### src/rtl/rx78_vram_pkg.sv
// Shared constants and types for the RX-78 VRAM writer.
// Latency: n/a (declarations only).
// Backpressure: n/a (declarations only).
package rx78_vram_pkg;

  // Z80 I/O port map (port = cpu_addr[7:0])
  localparam logic [7:0] PORT_RDSEL  = 8'hF1;
  localparam logic [7:0] PORT_WRMASK = 8'hF2;
  localparam logic [7:0] PORT_PAL0   = 8'hF5;
  localparam logic [7:0] PORT_MASK   = 8'hFB;

  // Default plane window: $EC00..$FFFF, 5 KiB per plane
  localparam logic [15:0] VRAM_BASE_DFLT  = 16'hEC00;
  localparam logic [12:0] PLANE_SIZE_DFLT = 13'h1400;

  localparam int NUM_PLANES = 6;

  typedef enum logic [1:0] {
    ST_IDLE,
    ST_WRITE,
    ST_RD_ADDR,
    ST_RD_DATA
  } state_t;

endpackage

### src/rtl/rx78_plane_pick.sv
// Lowest-set-bit encoder over the remaining plane mask.
// Latency: purely combinational.
// Backpressure: none; caller decides when to consume the bit.
module rx78_plane_pick
  import rx78_vram_pkg::*;
(
  input  logic [NUM_PLANES-1:0] bits,
  output logic [2:0]            index,
  output logic [NUM_PLANES-1:0] rest
);

  // Scan downwards so the lowest set bit is the one that sticks
  always_comb begin
    index = 3'd0;
    for (int i = NUM_PLANES - 1; i >= 0; i--) begin
      if (bits[i]) index = i[2:0];
    end
  end

  // Clearing the lowest set bit is the classic x & (x-1)
  assign rest = bits & (bits - 6'd1);

endmodule

### src/rtl/rx78_vram_ctl.sv
// CPU-side writer for RX-78 bit-plane VRAM and video registers (macro RX78_VRAM_READBACK_EN adds readback).
// Latency: write fans out one plane per cycle starting the cycle after the strobe; readback takes 2 cycles.
// Backpressure: cpu_wait held while busy; mem strobes arriving when not idle are dropped.
module rx78_vram_ctl
  import rx78_vram_pkg::*;
#(
  parameter logic [15:0] VRAM_BASE  = VRAM_BASE_DFLT,
  parameter logic [12:0] PLANE_SIZE = PLANE_SIZE_DFLT
) (
  input  logic        clk,
  input  logic        reset_n,
  input  logic [15:0] cpu_addr,
  input  logic [7:0]  cpu_din,
  input  logic        cpu_mem_wr,
  input  logic        cpu_mem_rd,
  input  logic        cpu_io_wr,
  output logic [7:0]  cpu_dout,
  output logic        cpu_wait,
  output logic [15:0] vram_addr,
  output logic [7:0]  vram_wdata,
  output logic        vram_we,
  input  logic [7:0]  vram_rdata,
  output logic [7:0]  p1,
  output logic [7:0]  p2,
  output logic [7:0]  p3,
  output logic [7:0]  p4,
  output logic [7:0]  p5,
  output logic [7:0]  p6,
  output logic [7:0]  mask
);

  state_t                state;
  state_t                state_n;
  logic [2:0]            rd_sel;
  logic [NUM_PLANES-1:0] wr_mask;
  logic [NUM_PLANES-1:0] rem_q;
  logic [12:0]           off_q;
  logic [7:0]            data_q;
  logic [2:0]            pick_idx;
  logic [NUM_PLANES-1:0] pick_rest;
  logic                  in_win;
  logic [12:0]           offset;
  logic                  start_wr;
  logic                  start_rd;
  logic                  rd_req;

  // Window test done in 17 bits so BASE+SIZE may reach $10000 without wrapping
  assign in_win = ({1'b0, cpu_addr} >= {1'b0, VRAM_BASE}) &&
                  ({1'b0, cpu_addr} <  ({1'b0, VRAM_BASE} + {4'b0, PLANE_SIZE}));

  // Only the low 13 bits of addr-base matter inside the window
  assign offset = cpu_addr[12:0] - VRAM_BASE[12:0];

  rx78_plane_pick u_pick (
    .bits  (rem_q),
    .index (pick_idx),
    .rest  (pick_rest)
  );

  // I/O port decode; accepted in every state so the CPU can retune while busy
  always_ff @(posedge clk or negedge reset_n) begin
    if (!reset_n) begin
      rd_sel  <= 3'd0;
      wr_mask <= '0;
      p1      <= 8'h00;
      p2      <= 8'h00;
      p3      <= 8'h00;
      p4      <= 8'h00;
      p5      <= 8'h00;
      p6      <= 8'h00;
      mask    <= 8'h00;
    end else if (cpu_io_wr) begin
      case (cpu_addr[7:0])
        PORT_RDSEL:          rd_sel  <= cpu_din[2:0];
        PORT_WRMASK:         wr_mask <= cpu_din[5:0];
        PORT_PAL0:           p1      <= cpu_din;
        PORT_PAL0 + 8'd1:    p2      <= cpu_din;
        PORT_PAL0 + 8'd2:    p3      <= cpu_din;
        PORT_PAL0 + 8'd3:    p4      <= cpu_din;
        PORT_PAL0 + 8'd4:    p5      <= cpu_din;
        PORT_PAL0 + 8'd5:    p6      <= cpu_din;
        PORT_MASK:           mask    <= cpu_din;
        default: ;
      endcase
    end
  end

`ifdef RX78_VRAM_READBACK_EN
  assign rd_req = cpu_mem_rd && in_win && !cpu_mem_wr;
`else
  assign rd_req = 1'b0;
`endif

  // Next-state: strobes only matter in IDLE; a zero write mask costs nothing
  always_comb begin
    state_n  = state;
    start_wr = 1'b0;
    start_rd = 1'b0;
    case (state)
      ST_IDLE: begin
        if (cpu_mem_wr && in_win && (wr_mask != '0)) begin
          state_n  = ST_WRITE;
          start_wr = 1'b1;
        end else if (rd_req) begin
          state_n  = ST_RD_ADDR;
          start_rd = 1'b1;
        end
      end
      ST_WRITE: begin
        if (pick_rest == '0) state_n = ST_IDLE;
      end
      ST_RD_ADDR: state_n = ST_RD_DATA;
      ST_RD_DATA: state_n = ST_IDLE;
      default:    state_n = ST_IDLE;
    endcase
  end

  // State register; wait is registered from next-state so it tracks busy cycles exactly
  always_ff @(posedge clk or negedge reset_n) begin
    if (!reset_n) begin
      state    <= ST_IDLE;
      cpu_wait <= 1'b0;
    end else begin
      state    <= state_n;
      cpu_wait <= (state_n != ST_IDLE);
    end
  end

  // Latch the mask at the strobe so later $F2 writes cannot disturb the fan-out
  always_ff @(posedge clk or negedge reset_n) begin
    if (!reset_n) begin
      rem_q  <= '0;
      off_q  <= 13'd0;
      data_q <= 8'h00;
    end else begin
      if (start_wr || start_rd) off_q <= offset;
      if (start_wr) begin
        rem_q  <= wr_mask;
        data_q <= cpu_din;
      end else if (state == ST_WRITE) begin
        rem_q  <= pick_rest;
      end
    end
  end

  assign vram_we    = (state == ST_WRITE);
  assign vram_wdata = data_q;

`ifdef RX78_VRAM_READBACK_EN
  logic [2:0] rd_plane_q;
  logic       rd_ok_q;

  // Capture plane choice at the read strobe; selects 0 and 7 name no plane
  always_ff @(posedge clk or negedge reset_n) begin
    if (!reset_n) begin
      rd_plane_q <= 3'd0;
      rd_ok_q    <= 1'b0;
    end else if (start_rd) begin
      rd_plane_q <= rd_sel - 3'd1;
      rd_ok_q    <= (rd_sel != 3'd0) && (rd_sel != 3'd7);
    end
  end

  // Readback data lands one cycle after the address phase
  always_ff @(posedge clk or negedge reset_n) begin
    if (!reset_n) begin
      cpu_dout <= 8'hFF;
    end else if (state == ST_RD_DATA) begin
      cpu_dout <= rd_ok_q ? vram_rdata : 8'hFF;
    end
  end

  // VRAM address mux: fan-out plane, or read plane during the address phase
  always_comb begin
    vram_addr = 16'h0000;
    if (state == ST_WRITE) begin
      vram_addr = {pick_idx, off_q};
    end else if ((state == ST_RD_ADDR) && rd_ok_q) begin
      vram_addr = {rd_plane_q, off_q};
    end
  end
`else
  logic unused_rd_path;
  assign unused_rd_path = ^{cpu_mem_rd, vram_rdata, rd_sel};
  assign cpu_dout       = 8'hFF;

  // VRAM address mux: only the fan-out drives an address
  always_comb begin
    vram_addr = 16'h0000;
    if (state == ST_WRITE) vram_addr = {pick_idx, off_q};
  end
`endif

endmodule

### config.mk
export PLATFORM = sky130hd
export DESIGN_NAME = rx78_vram_ctl
export DESIGN_NICKNAME = d
export VERILOG_FILES = /design/src/rtl/rx78_vram_pkg.sv /design/src/rtl/rx78_plane_pick.sv /design/src/rtl/rx78_vram_ctl.sv
export SDC_FILE = /design/constraint.sdc
export NUM_CORES = 1
export LEC_CHECK = 0
export ABC_AREA = 1
export BUFFER_PORTS_ARGS = -buffer_cell sky130_fd_sc_hd__buf_2
export CORE_ASPECT_RATIO = 0.6
export CORE_MARGIN = 4
export CORE_UTILIZATION = 45
export CTS_BUF_LIST = sky130_fd_sc_hd__clkbuf_4 sky130_fd_sc_hd__clkbuf_8
export CTS_CLUSTER_DIAMETER = 150
export DETAILED_ROUTE_END_ITERATION = 8
export PLACE_DENSITY = 0.8
export SETUP_SLACK_MARGIN = 0.2
export SYNTH_ARGS = -nofsm -noshare
export SYNTH_HDL_FRONTEND = slang
export SYNTH_HIERARCHICAL = 1
export SYNTH_SLANG_ARGS = --single-unit
### constraint.sdc
create_clock -name clk -period 3.2 [get_ports clk]
set_input_delay 0.16 -clock clk [delete_from_list [all_inputs] [get_ports clk]]
set_output_delay 0.16 -clock clk [all_outputs]
set_load 0.02 [all_outputs]
==> results.json, run 1 <==
{
  "grt_max_degree": 72,
  "use_met3_pct": 6.767,
  "final.min_clock_period_ps": 2119,
  "cts_setup_buffers": 0,
  "numCtsBuffers": 9,
  "max_clock_freq_mhz": 471.9,
  "holdWs_ps": 21.45,
  "dr.pass1.iters": 4,
  "clockBufferDepth": 2,
  "grt_use_met2_pct": 29.03,
  "yosysSeqAreaShare_pct": 57.70,
  "syn_area_um2": 3990,
  "p_sw_w": 0.0008266,
  "via_per_inst": 4.913,
  "cp-end-kind": "register",
  "post-route-period-util_pct": 66.22,
  "power_frac_seq_pct": 49.3,
  "clkSinkCount": 92,
  "ys_warn_count": 6,
  "die-area_um2": 10490,
  "p_per_area_nw_per_um2": 574.6,
  "path_max_fanout": 27,
  "setup_violations": 0,
  "start_util_pct": 46.64,
  "worst_slack_ps": 1081,
  "drtIter0Drc": 232,
  "fin_setup_tns_ps": 0,
  "core_region_area_um2": 8556,
  "synth-seq-cells": 92,
  "routed_wl_um": 10100,
  "p_leak_nw": 2.678,
  "die_w_um": 129.6,
  "ctsResizeCount": 0,
  "largest_reg_flops": 13,
  "regMostFlops": "off_q",
  "swShare_pct": 30.08,
  "antenna_found_initial": 1,
  "io_buffers": 109,
  "cts_max_level": 3,
  "syn_inst": 464,
  "cts_tree": "built",
  "final_cell_area_um2": 4782,
  "vdd_drop_max_uv": 314.4,
  "clock_latency_ps": 360,
  "path_clk_slew_ps": 90,
  "rsz0062_at_grt": "false",
  "clock_skew_ps": 6.994,
  "vias": 3370,
  "grt_overflow": 0,
  "gr-usage-met1_pct": 29.73,
  "hold_path_class": "primary input to register",
  "drive_above_1_share_pct": 23.34,
  "crit_type": "register to register",
  "slew_viol_final": 0,
  "outcome": "completed",
  "nets": 607,
  "synth.distinct_cells": 21,
  "place_hpwl_um": 7203,
  "clkPwrFrac_pct": 32.4,
  "final_hold_viol_count": 0,
  "routedWlPerCell_um": 14.73,
  "cap_violations": 0,
  "grt.busiest_layer": "met1",
  "grt_pass1_wl_um": 16140,
  "antenna_cells": 0,
  "gp_congestion": 0.8147,
  "remaining_drc_errors": 0,
  "slew_headroom_pct": 36.96,
  "arrival_ps": 2350,
  "hold_buffers": 1,
  "p_comb_share_pct": 18.3,
  "row_count": 26,
  "worst_pin_slew_ps": 943.0,
  "avgSynthCellArea_um2": 8.599,
  "ant_nets": 0,
  "worstPathRequired_ps": 3430,
  "critPathLaunchType": "register",
  "pre_cts_ws_ps": 1091,
  "final_common_cell": "nand2_1",
  "die_h_um": 80.94,
  "grt_pass1_vias": 3190,
  "place_area_um2": 4538,
  "area_growth_pct": 19.85,
  "final_cell_mix": "nand2_1 (138), buf_2 (108), dfrtp_1 (92), o21ai_0 (69), inv_1 (51)",
  "intPower_w": 0.001921,
  "grt_usage_pct": 20.25,
  "io_pins": 127,
  "root_buffer": "clkbuf_8"
}
kinds of logic after synthesis:
kind of cell / after synthesis / synth area share (%)
adder cells (fa/ha/maj): 1 / 0.3135
XOR/XNOR: 1 / 0.2195
other: 2 / 0.1882
buffers and inverters: 78 / 9.721
AO/OA/AOI/OAI: 73 / 9.156
flip-flops: 92 / 57.70
AND/OR/NAND/NOR: 217 / 22.70
cells in the mapped netlist:
master    number  area (µm²)
nor2_1        34       127.6
conb_1         2       7.510
dfrtp_1       92        2302
nor2_2         3       18.77
buf_2          4       20.02
inv_1         51       191.4
a21oi_1        3       15.01
nand3b_1       1       7.510
buf_4         10       75.07
nand2_1      138       518.0
nand4_1       10       62.56
xor2_1         1       8.760
buf_6          7       78.83
nor3_2         1       10.01
clkbuf_1       6       22.52
o21ai_1        1       5.000
ha_1           1       12.51
o21ai_0       69       345.3
nor3_1         3       15.01
nor3_4         1       16.27
nand3_1       26       130.1
path summary, 6_finish.rpt:
check,from,to,slack (ps),depth (start not counted)
worst max-delay path,wr_mask[5]$_DFFE_PN0P_,vram_wdata[1]$_DFFE_PN0P_,1080,7
worst min-delay path,cpu_addr[10],off_q[10]$_DFFE_PN0P_,20,2
worst max register to register,wr_mask[5]$_DFFE_PN0P_,vram_wdata[1]$_DFFE_PN0P_,1080,7
worst min register to register,state[0]$_DFF_PN0_,state[1]$_DFF_PN0_,480,1
max in group asynchronous,reset_n,p3[4]$_DFFE_PN0P_,1920,3
min in group asynchronous,reset_n,rem_q[0]$_DFFE_PN0P_,460,2
stage by stage:
stage / util (%) / std cells / power (W)
3_5_place_dp: 53.04 / 669 / 0.001881
4_1_cts: 55.89 / 686 / 0.002773
3_3_place_gp: 53.04 / 669 / 0.001862
6_report: 55.89 / 686 / 0.002748
5_1_grt: 55.89 / 686 / 0.002896
2_1_floorplan: - / 471 / 0.001697
power groups by stage:
stage / sequential [W] / combinational, W / clock (W)
finish: 0.00135 / 0.000503 / 0.000890
global route: 0.00137 / 0.000571 / 0.000954
global placement: 0.00137 / 0.000492 / 0
CTS: 0.00135 / 0.000507 / 0.000912
detailed placement: 0.00137 / 0.000506 / 0
floorplan: 0.00143 / 0.000269 / 0
critical path, cell delays in order (launching register included):
cell	delay, ps
dfrtp_1	380
nor2_1	70
nand3_1	70
buf_4	180
nand3_1	690
buf_4	460
nand2_1	70
o21ai_0	70
final cells by class:
| cell class | count | area [µm²] |
|---|---|---|
| clock inverters | 5 | 82.58 |
| well taps | 112 | 140.1 |
| repair buffers | 114 | 588.1 |
| fillers | 825 | 3774 |
| multi-input cells | 301 | 1326 |
| clock buffers | 11 | 151.4 |
| flip-flops and latches | 92 | 2302 |
| inverters | 51 | 191.4 |
layer usage:
| metal | part of all wire (%) | vias to the layer above | wire, µm |
|---|---|---|---|
| li1 | - | 1657 | - |
| met1 | 47 | 1594 | 4784 |
| met2 | 43 | 113 | 4369 |
| met3 | 8.9 | 4 | 900 |
| met4 | 0.40 | 2 | 40 |
| met5 | 0.069 | - | 7 |
Power figures use the tool's default switching activity.
==> inputs of run 2 (changes only) <==
--- a/config.mk
+++ b/config.mk
@@ -5,7 +5,7 @@
 export SDC_FILE = /design/constraint.sdc
 export NUM_CORES = 1
 export LEC_CHECK = 0
-export ABC_AREA = 1
+export ABC_AREA = 0
 export BUFFER_PORTS_ARGS = -buffer_cell sky130_fd_sc_hd__buf_2
 export CORE_ASPECT_RATIO = 0.6
 export CORE_MARGIN = 4
==> constraint.sdc (replaced) <==
create_clock -name clk -period 2 [get_ports clk]
set_input_delay 0.1 -clock clk [delete_from_list [all_inputs] [get_ports clk]]
set_output_delay 0.1 -clock clk [all_outputs]
set_load 0.02 [all_outputs]
==> run 2 against run 1 <==
Routed wire length shrank 7.5%; synthesized area down 0.56%; combinational power up 16%; critical path depth shrank 2; global-route usage fell by 1.7 points; via count decreased by 21%; power up 43%; largest power group unchanged; critical endpoint is now rem_q[3]$_DFFE_PN0P_; largest cell class unchanged; sequential share of layout area down 3.1 points.
==> results.json, run 2 <==
{
  "core_region_area_um2": 8556,
  "regMostFlops": "off_q",
  "area_growth_pct": 28.76,
  "hold_start": "cpu_addr[5]",
  "gp_congestion": 0.7755,
  "synth_enable_flop_cells": 0,
  "die-area_um2": 10430,
  "syn_area_um2": 3968,
  "setup_violations": 0,
  "grt_usage_pct": 18.51,
  "slew_viol_final": 0,
  "vias": 2658,
  "fin_setup_tns_ps": 0,
  "routedWlPerCell_um": 17.60,
  "drive_above_1_share_pct": 59.19,
  "grt_pass1_wl_um": 14450,
  "nets": 453,
  "slew_headroom_pct": 66.15,
  "root_buffer": "clkbuf_8",
  "whs_path_depth": 2,
  "start_util_pct": 46.37,
  "fin_util_pct": 59.71,
  "p_leak_nw": 2.865,
  "grt_pass1_vias": 2627,
  "routed_wl_um": 9346,
  "post-route-period-util_pct": 95.34,
  "seq_area_um2": 2302,
  "async_flop_share_pct": 100.0,
  "yosys.area.top_type": "dfrtp_1",
  "dr.pass1.iters": 4,
  "synth_common_cells": "dfrtp_1 (92), mux2_2 (79), and2_1 (16)",
  "min_to": "off_q[5]$_DFFE_PN0P_",
  "ys_warn_count": 6,
  "io_pins": 127,
  "synth.distinct_cells": 40,
  "synth.most_common_cell": "dfrtp_1",
  "r2r_slack_ps": 90,
  "worst_pin_slew_ps": 507.7,
  "vdd_drop_max_uv": 481.5,
  "yosys-top-cells-area": "dfrtp_1 (58%), mux2_2 (22%), and2_1 (2.5%)",
  "cap_violations": 0,
  "path_clk_slew_ps": 80,
  "io_buffers": 109,
  "largest_reg_flops": 13,
  "avgSynthCellArea_um2": 14.38,
  "synthSimpleGateAreaFrac_pct": 9.871,
  "row_count": 26,
  "drtIter0Drc": 103,
  "muxShareOfSynthArea_pct": 25.13,
  "clkSinkCount": 92,
  "clockBufferDepth": 2,
  "syn_inst": 276,
  "grt_overflow": 0,
  "outcome": "completed",
  "synth_xor_xnor_area_share_pct": 0.2208,
  "via_per_inst": 5.006,
  "path_max_fanout": 8,
  "rsz0062_at_grt": "true",
  "synth_flop_cell": "dfrtp_1",
  "synth_top_family_by_area": "multiplexers",
  "r2r-start": "wr_mask[0]$_DFFE_PN0P_",
  "hold_path_class": "primary input to register",
  "clock_skew_ps": 5.368,
  "die_w_um": 129.2,
  "yosys.area.top_type_share_pct": 58.03,
  "synth-seq-cells": 92,
  "final_common_cell": "buf_2",
  "arrival_ps": 2150,
  "cts_max_level": 3,
  "place_hpwl_um": 6508,
  "cts_tree": "built",
  "synth_fa_ha_area_share_pct": 0.3154,
  "final.min_clock_period_ps": 1907,
  "multi_input_area_um2": 1604,
  "r2r-end": "rem_q[3]$_DFFE_PN0P_",
  "clock_latency_ps": 360,
  "worstPathRequired_ps": 2240,
  "antenna_found_initial": 0,
  "antenna_cells": 0,
  "grt_max_degree": 70,
  "die_h_um": 80.74,
  "numCtsBuffers": 9,
  "r2r_cells": 5,
  "n_fill_cell": 692,
  "crit_type": "register to register",
  "max_clock_freq_mhz": 524.5,
  "synth-compound-area-share_pct": 2.681,
  "critPathLaunchType": "register",
  "final_hold_viol_count": 0,
  "remaining_drc_errors": 0,
  "yosysSeqAreaShare_pct": 58.03,
  "ant_nets": 0,
  "final_cell_mix": "buf_2 (108), dfrtp_1 (92), mux2_2 (71), and2_1 (16), buf_4 (15)",
  "cp-end-kind": "register",
  "p_per_area_nw_per_um2": 768.8
}
==> run 2: logic make-up (layout without fill, tap and decap cells) <==
| family | after synthesis | after routing |
|---|---|---|
| flops | 92 | 92 |
| mux | 87 | 87 |
| simple gates | 60 | 60 |
| buf+inv | 21 | 157 |
| compound gates | 12 | 12 |
| other cells | 2 | 9 |
| fa+ha+maj | 1 | 1 |
| xor+xnor | 1 | 1 |
==> run 2: critical path, stage by stage, from the launching register on <==
cell	delay, ps
dfrtp_1	410
or4_4	550
o31ai_4	210
buf_4	170
buf_16	120
mux2_2	330
==> run 2: worst max path at each step <==
| stage | start | to | cells past startpoint | slack, ps |
|---|---|---|---|---|
| CTS | wr_mask[0]$_DFFE_PN0P_ | vram_wdata[0]$_DFFE_PN0P_ | 5 | 90 |
| floorplan | wr_mask[0]$_DFFE_PN0P_ | off_q[0]$_DFFE_PN0P_ | 5 | 190 |
| finish | wr_mask[0]$_DFFE_PN0P_ | rem_q[3]$_DFFE_PN0P_ | 5 | 90 |
| global placement | wr_mask[0]$_DFFE_PN0P_ | off_q[9]$_DFFE_PN0P_ | 4 | 130 |
| detailed placement | wr_mask[0]$_DFFE_PN0P_ | vram_wdata[5]$_DFFE_PN0P_ | 4 | 90 |
| global route | wr_mask[0]$_DFFE_PN0P_ | vram_wdata[0]$_DFFE_PN0P_ | 5 | 30 |
==> run 2: metrics by stage <==
step	instances	setup WS (ps)	area [µm²]	hold WS (ps)	power [W]
2_1_floorplan	283	185.1	3994	-195.6	0.002449
3_3_place_gp	498	130.9	4676	8.811	0.002654
3_5_place_dp	498	87.37	4676	15.45	0.002679
4_1_cts	528	89.84	5025	5.342	0.003948
5_1_grt	531	33.61	5109	18.61	0.004130
6_report	531	93.27	5109	38.57	0.003927
==> run 2: final cells by class <==
cell class / count / area share (%)
multi-input cells: 170 / 31.40
repair buffers: 136 / 16.31
repair inverters: 2 / 0.2939
well taps: 112 / 2.743
clock buffers: 13 / 3.135
clock inverters: 2 / 0.6858
inverters: 4 / 0.3674
flip-flops and latches: 92 / 45.06
==> run 2: routing by layer <==
layer / track usage [%] / vias up / share of wire (%)
met3: 7.490 / 9 / 9.2
met4: 4.403 / 0 / 0.75
met2: 26.91 / 93 / 43
met1: 26.08 / 1325 / 47
li1: - / 1231 / -
met5: 0 / - / 0
==> run 2: what timing repair did <==
item	CTS	global route
hold buffers	7	0
hold endpoints to repair	29	0
buffers inserted	6	2
setup endpoints to repair	39	67
cloned	2	1
pin swaps	0	1
gates resized for setup	3	16
==> run 2: power breakdown <==
group          leakage (nW)  total [W]  switching (W)  internal (W)
clock                 0.104    0.00124       0.000590      0.000646
combinational          1.50   0.000583       0.000315      0.000267
sequential             1.26    0.00211       0.000104       0.00200
